==> config.mk <==
export PLATFORM = sky130hd
export DESIGN_NAME = fmap_buffer
export DESIGN_NICKNAME = d
export VERILOG_FILES = /design/src/rtl/sienna_pkg.sv /design/src/rtl/sram_1r1w.sv /design/src/rtl/fmap_buffer.sv
export SDC_FILE = /design/constraint.sdc
export NUM_CORES = 1
export LEC_CHECK = 0
export CORE_MARGIN = 2
export CORE_UTILIZATION = 40
export CTS_BUF_LIST = sky130_fd_sc_hd__clkbuf_8 sky130_fd_sc_hd__clkbuf_16
export CTS_CLUSTER_DIAMETER = 120
export CTS_CLUSTER_SIZE = 8
export DETAILED_ROUTE_END_ITERATION = 10
export SYNTH_ARGS = -nofsm -noshare
export SYNTH_HDL_FRONTEND = slang
export SYNTH_SLANG_ARGS = --single-unit
==> constraint.sdc <==
create_clock -name clk -period 4.21 [get_ports clk]
set_input_delay 0.6315 -clock clk [delete_from_list [all_inputs] [get_ports clk]]
set_output_delay 0.6315 -clock clk [all_outputs]
set_load 0.005 [all_outputs]
==> src/rtl/sienna_pkg.sv <==
// Shared types for the feature-map buffer slice.
// Holds the fill FSM state encoding.
package sienna_pkg;

  typedef enum logic [1:0] {
    ST_IDLE  = 2'd0,
    ST_FILL  = 2'd1,
    ST_READY = 2'd2
  } fmap_state_t;

endpackage

==> src/rtl/sram_1r1w.sv <==
// Simple dual-port storage: one write port, one registered read port.
// Read data holds until the next read enable.
module sram_1r1w #(
  parameter int DATA_WIDTH = 8,
  parameter int SIZE       = 9,
  parameter int AW         = $clog2(SIZE)
) (
  input  logic                  clk,
  input  logic                  we,
  input  logic [AW-1:0]         waddr,
  input  logic [DATA_WIDTH-1:0] wdata,
  input  logic                  re,
  input  logic [AW-1:0]         raddr,
  output logic [DATA_WIDTH-1:0] rdata
);

  logic [DATA_WIDTH-1:0] mem [SIZE];

  always_ff @(posedge clk) begin
    if (we) mem[waddr] <= wdata;
    if (re) rdata <= mem[raddr];
  end

endmodule

==> src/rtl/fmap_buffer.sv <==
// Feature-map frame buffer between pooling and the next layer.
// Fills a ROWSxCOLS frame in raster order, then serves random reads.
module fmap_buffer
  import sienna_pkg::*;
#(
  parameter  int DATA_WIDTH = 8,
  parameter  int ROWS       = 3,
  parameter  int COLS       = 3,
  localparam int SIZE       = ROWS * COLS,
  localparam int AW         = $clog2(SIZE)
) (
  input  logic                  clk,
  input  logic                  rst_n,
  input  logic                  start,
  input  logic                  wr_valid,
  input  logic [DATA_WIDTH-1:0] wr_data,
  output logic                  fill_done,
  input  logic                  rd_en,
  input  logic [AW-1:0]         rd_addr,
  output logic [DATA_WIDTH-1:0] rd_data,
  output logic                  rd_valid,
  output logic                  err_wr,
  output logic                  err_rd
);

  localparam logic [AW:0] SIZE_W = (AW+1)'(SIZE);
  localparam logic [AW:0] LAST   = (AW+1)'(SIZE - 1);

  fmap_state_t state, state_d;
  logic [AW:0] wr_cnt, cnt_d, fill_ptr;
  logic start_q, start_arm, start_edge;
  logic we, wr_err, rd_ok, rd_err, rd_ok_q;
  logic [DATA_WIDTH-1:0] sram_q;

  // start_arm masks the first cycle after reset so a held start is ignored
  assign start_edge = start & ~start_q & start_arm;
  assign fill_ptr   = start_edge ? '0 : wr_cnt;
  assign rd_ok      = (state == ST_READY)
                   && ({1'b0, rd_addr} < SIZE_W);
  assign rd_err     = rd_en & ~rd_ok;
  assign fill_done  = (state == ST_READY);
  assign rd_data    = rd_ok_q ? sram_q : '0;

  always_comb begin
    state_d = state;
    cnt_d   = wr_cnt;
    we      = 1'b0;
    wr_err  = 1'b0;
    unique case (state)
      ST_FILL: begin
        cnt_d = fill_ptr;
        if (wr_valid) begin
          we = 1'b1;
          if (fill_ptr == LAST) begin
            state_d = ST_READY;
            cnt_d   = '0;
          end else begin
            cnt_d = fill_ptr + 1'b1;
          end
        end
      end
      ST_IDLE, ST_READY: begin
        wr_err = wr_valid;
        if (start_edge) begin
          state_d = ST_FILL;
          cnt_d   = '0;
        end
      end
      default: state_d = ST_IDLE;
    endcase
  end

  always_ff @(posedge clk) begin
    if (!rst_n) begin
      state     <= ST_IDLE;
      wr_cnt    <= '0;
      start_q   <= 1'b0;
      start_arm <= 1'b0;
      rd_valid  <= 1'b0;
      rd_ok_q   <= 1'b0;
      err_wr    <= 1'b0;
      err_rd    <= 1'b0;
    end else begin
      state     <= state_d;
      wr_cnt    <= cnt_d;
      start_q   <= start;
      start_arm <= 1'b1;
      rd_valid  <= rd_en;
      if (rd_en) rd_ok_q <= rd_ok;
      err_wr    <= (err_wr & ~start_edge) | wr_err;
      err_rd    <= (err_rd & ~start_edge) | rd_err;
    end
  end

  sram_1r1w #(
    .DATA_WIDTH(DATA_WIDTH),
    .SIZE      (SIZE),
    .AW        (AW)
  ) u_sram (
    .clk  (clk),
    .we   (we),
    .waddr(fill_ptr[AW-1:0]),
    .wdata(wr_data),
    .re   (rd_en & rd_ok),
    .raddr(rd_addr),
    .rdata(sram_q)
  );

endmodule

Word level (Yosys, flattened, before mapping)
Memories as Yosys holds them, arrays and structs flattened. A register that Yosys moved wholly into a read port is not among the register bits.
Cells that the tools add are included.

operators by class
  multiply operators = 0
  divide/modulo/power cells = 0
  $lt $le $gt $ge = 1
  shift operators = 0
  equality and inequality tests = 6
  muxes and demuxes = 15
  reductions and logical operators = 5
  bitwise gates (word level) = 11
  $add $sub $neg = 1

operator list
  operator                                                         number
  5-bit two-way mux                                                3
  5-bit case mux with 2 select lines                               1
  8-bit two-way mux                                                1
  1-bit bitwise AND                                                6
  1-bit two-way mux                                                6
  2-bit two-way mux                                                3
  2-bit inequality test, second input constant                     3
  5-bit by 1-bit adder with 5-bit output, second input constant    1
  5-bit by 4-bit == test with 1-bit output, second input constant  1
  4-bit < comparator, second input constant                        1
  2-bit case mux with 2 select lines                               1
  1-bit inverter                                                   3
  3-bit AND reduction                                              1
  2-bit by 1-bit == test with 1-bit output, second input constant  1
  2-bit == test, second input constant                             1
  2-bit logical NOT                                                1
  1-bit bitwise OR                                                 2
  2-bit nonzero test                                               1
  2-bit OR reduction                                               1
  1-bit logical AND                                                1

word-level totals
  logic and storage cells = 48
  input bits = 17
  output and inout bits = 12
  memories kept = 1
  latch bits = 0
  register bits after elaboration = 13
  bits in writable memories = 72
  ROM bits = 0

memory list
  name        depth  width  read ports  clocked after Yosys merged registers in  wr ports  line             RTL
  u_sram.mem  9      8      1           1                                        1         sram_1r1w.sv:17  logic [DATA_WIDTH-1:0] mem [SIZE];

Logic depth before layout (Yosys ltp)
  depth in word-level cells = 8
  mapped depth = 8
  depth with buffers taken out = 8

Cells and area by module
A second synthesis with hierarchy kept.

second synthesis, totals
  cell total of the unflattened synthesis = 263
  area, all modules = 3,910.0 um^2

by module, submodules not included
  module       area an instance (um^2)  cells an instance  times used  sequential area each (um^2)
  sram_1r1w    3,144.3                  171                1           2,402.3
  fmap_buffer  765.7                    92                 1           260.2

Worst setup path before layout
OpenSTA, ideal clock, no wires.

  path kind = in2reg
  from = input rd_addr[2]
  to = register u_sram.rdata[5], read port of u_sram.mem (data pin)
  library setup time = 0.262 ns
  setup slack = 2.185 ns
  stages = 5
  arrival time = 1.763 ns
  buffers on the path = 2
  required time = 3.948 ns
  cells stage by stage = buf_2 clkbuf_1 mux4_2 a222oi_1 inv_1

on the way
  cells in the longest elaborated chain, start to end = 3

ends and longest elaborated chain
  what                line                RTL
  from (decl)         fmap_buffer.sv:19   input logic [AW-1:0] rd_addr,
  4-bit < comparator  fmap_buffer.sv:39   && ({1'b0, rd_addr} < SIZE_W);
  1-bit logical AND   fmap_buffer.sv:39
  1-bit bitwise AND   fmap_buffer.sv:104  .re (rd_en & rd_ok),
  to (decl)           sram_1r1w.sv:14     output logic [DATA_WIDTH-1:0] rdata

Parallel ways exist; a longest one is shown, timed or not.
A chain may end at the register's enable or synchronous reset.

Worst setup path in the final report
  from = input start
  to = memory u_sram.mem[0][1] (enable)

on the way
  cells in the longest elaborated chain, start to end = 3

ends and longest elaborated chain
  what                             line               RTL
  from (decl)                      fmap_buffer.sv:14  input logic start,
  1-bit bitwise AND (2 in series)  fmap_buffer.sv:36  assign start_edge = start & ~start_q & start_arm;
  5-bit two-way mux                n/a
  to (decl)                        sram_1r1w.sv:17

No other way between the ends.

==> impl_metrics.csv <==
group,metric,value,unit
worst_hold_path,holdCritPathClass,"reg2reg",
power_and_ir_drop,power_leakage,1.51,nW
timing,hold_viol,0,
yosys,syn-cell-area,0.00378,mm2
placement,place_congestion,0.784,
routing,met1_length,3230,um
final_layout,regArea,0.00266,mm2
setup_path,start_kind,"primary input",
power_and_ir_drop,power,1.79,mW
yosys,synth_edf_count,80,
global_routing,gr-total-overflow,0,
setup_path,cp_cell_sequence,"clkdlybuf4s50_1, nand3b_1, nand2_1, ha_1, nand2_1, nor2_1",
placement,place_hpwl,4550,um
yosys,syn-num-nets,248,
yosys,synth_seq_cells,93,
final_layout,multiInputGateArea,998,um2
yosys,ys.flop_type,"edfxtp_1",
flow_run,cap_violations,0,
timing,finalSetupTns,0,ns
floorplanning,rows,35,
final_layout,finalNonFillerCells,374,
floorplanning,core_area,0.00920,mm2
clocking,clkSinkCount,93,
global_routing,grt_pass1_wl,10600,um
setup_path,cpMostUsedCell,"nand2_1",
final_layout,fillers,779,
clocking,cts_made_buffers,9,
final_layout,diodes,0,
routing,route.detailed.drc,0,
timing,clock_skew,0.0109,ns
global_routing,grt_pass1_vias,1970,
floorplanning,die-area,0.0102,mm2
global_routing,antenna_found_initial,0,
timing,slew_headroom,0.439,
clocking,cts_tree,"yes",
final_layout,nets,280,
timing,finalMaxSlewViolations,0,
final_layout,final_cell_mix,"80 x edfxtp_1, 28 x clkdlybuf4s50_1, 15 x nand2_1",
global_routing,grt_use_total,0.142,
global_routing,grt_max_degree,16,
clocking,ctsResizeCount,0,
yosys,synth-seq-area-share,0.705,
clocking,path_clk_slew,0.09,ns
final_layout,final_common_cell,"edfxtp_1",
placement,numPortBuffers,28,
outcome,status,"finished clean",
routing,wl_met2,2950,um
routing,vias,1999,
setup_path,max_stage_delay,0.63,ns
yosys,yosysWarningCount,0,
routing,wl_met3,285,um
floorplanning,start_util,0.411,
yosys,synthArstFlopShare,0,
routing,route.antenna.remaining_nets,0,
placement,dpl.cell_count,359,
clocking,clk_latency,0.35,ns
routing,routed.top_layer,"met4",
clocking,h-tree-depth,3,
setup_path,worstPathMaxFanout,12,
timing,max_slew.worst_pin.slew,0.838,ns
timing,min_period,2.73,ns
setup_path,end_kind,"register",
timing,max_freq,366,MHz
setup_path,critPathKind,"in2reg",
clocking,post_cts_buffers,0,
timing,min_period_over_period,0.649,
setup_path,cp.arrival,2.71,ns
floorplanning,fp.dieH,101,um
clocking,cts_buffer_depth,2,
routing,viasPerCell,5.34,
routing,drt-initial-drc-count,90,
power_and_ir_drop,ir_drop,0.000154,V
power_and_ir_drop,powerDensity,406,mW/mm2
clocking,hold_buffers,0,
final_layout,area_delta_synth_final,16.4,%
floorplanning,die_x,101,um
setup_path,cp.required,4.19,ns
routing,wire_per_inst,17.6,um
routing,drt-total-wl,6590,um
routing,drt-pass1-iter-count,5,
timing,setup_viol_count_final,0,
floorplanning,ios,29,
setup_path,slowest_stage,"nor2_1",
yosys,postSynthCellCount,227,
yosys,synth_cell_types,34,
final_layout,drive_gt1_frac,0.0837,
clocking,root_buffer,"clkbuf_8",
timing,grt_setup_unrepaired,"no",
yosys,syn_avg_cell_area,16.6,um2
[worst max-delay path, delay by kind of cell]
| kind | cells | cell delay (ns) |
|---|---|---|
| fa+ha+maj | 1 | 0.24 |
| buf+inv | 1 | 0.48 |
| simple gates | 4 | 1.36 |
[cell type report]
type | instances | share of cell area
sequential | 93 | 0.606
inverter | 13 | 0.0111
tap | 111 | 0.0316
timing repair buffer | 32 | 0.0706
clock inverter | 6 | 0.0253
clock buffer | 9 | 0.0282
multi-input combinational | 110 | 0.227
[path summary, 6_finish.rpt]
check,startpoint,end,slack (ns),cells past startpoint
hold / removal,err_rd,err_rd,0.48,2
setup reg to reg,start_q,u_sram.mem[0][1],1.86,5
hold reg to reg,err_rd,err_rd,0.48,2
setup / recovery,start,u_sram.mem[0][1],1.48,6
[flip-flops by register name (all words and copies together), names as in the netlist]
name          cells
u_sram.mem       72
u_sram.rdata      8
wr_cnt            5
state             2
err_rd            1
err_wr            1
rd_ok_q           1
rd_valid          1
start_arm         1
start_q           1
[metal layers]
metal  track usage  vias to the layer above
met5             0                        -
met2         0.207                       65
met3        0.0324                        8
met1         0.203                      979
li1              -                      947
met4        0.0686                        0
[metrics by stage]
step	cell area, um2	hold slack, ns	setup slack (ns)	util
floorplan	3780	0.457	2.18	-
global placement	4160	0.482	1.24	0.452
detailed placement	4160	0.467	1.12	0.452
CTS	4390	0.484	1.48	0.478
global route	4390	0.520	1.26	0.478
finish	4390	0.480	1.48	0.478
[cells by family after synthesis]
family / after synthesis / share of synthesized area
AOI/OAI and AO/OA: 28 / 0.0533
adders and majority gates: 4 / 0.0133
muxes: 16 / 0.109
DFF: 93 / 0.705
buffers and inverters: 24 / 0.0305
xor gates and xnor gates: 1 / 0.00232
and+or+nand+nor: 61 / 0.0861
[synthesized netlist by cell type (all sizes together), types with 2 or more instances]
cell,count,area share
clkbuf,7,0.0070
edfxtp,80,0.64
nor2,14,0.014
nand2b,3,0.0050
nand3b,2,0.0040
a222oi,8,0.021
dfxtp,13,0.069
inv,13,0.013
nand4,3,0.0050
and2,12,0.020
nand2,15,0.015
o21a,2,0.0040
and3b,2,0.0046
mux4,16,0.11
o21ai,5,0.0066
a21boi,2,0.0040
nor2b,5,0.0083
a21oi,7,0.0093
buf,4,0.011
ha,4,0.013
[report_power, final]
group	internal, mW	total, mW	switching (mW)	leakage [nW]
Clock	0.392	0.694	0.302	0.116
Combinational	0.0401	0.0830	0.0428	0.570
Sequential	1.00	1.01	0.00378	0.827
(Power assumes the default switching activity.)
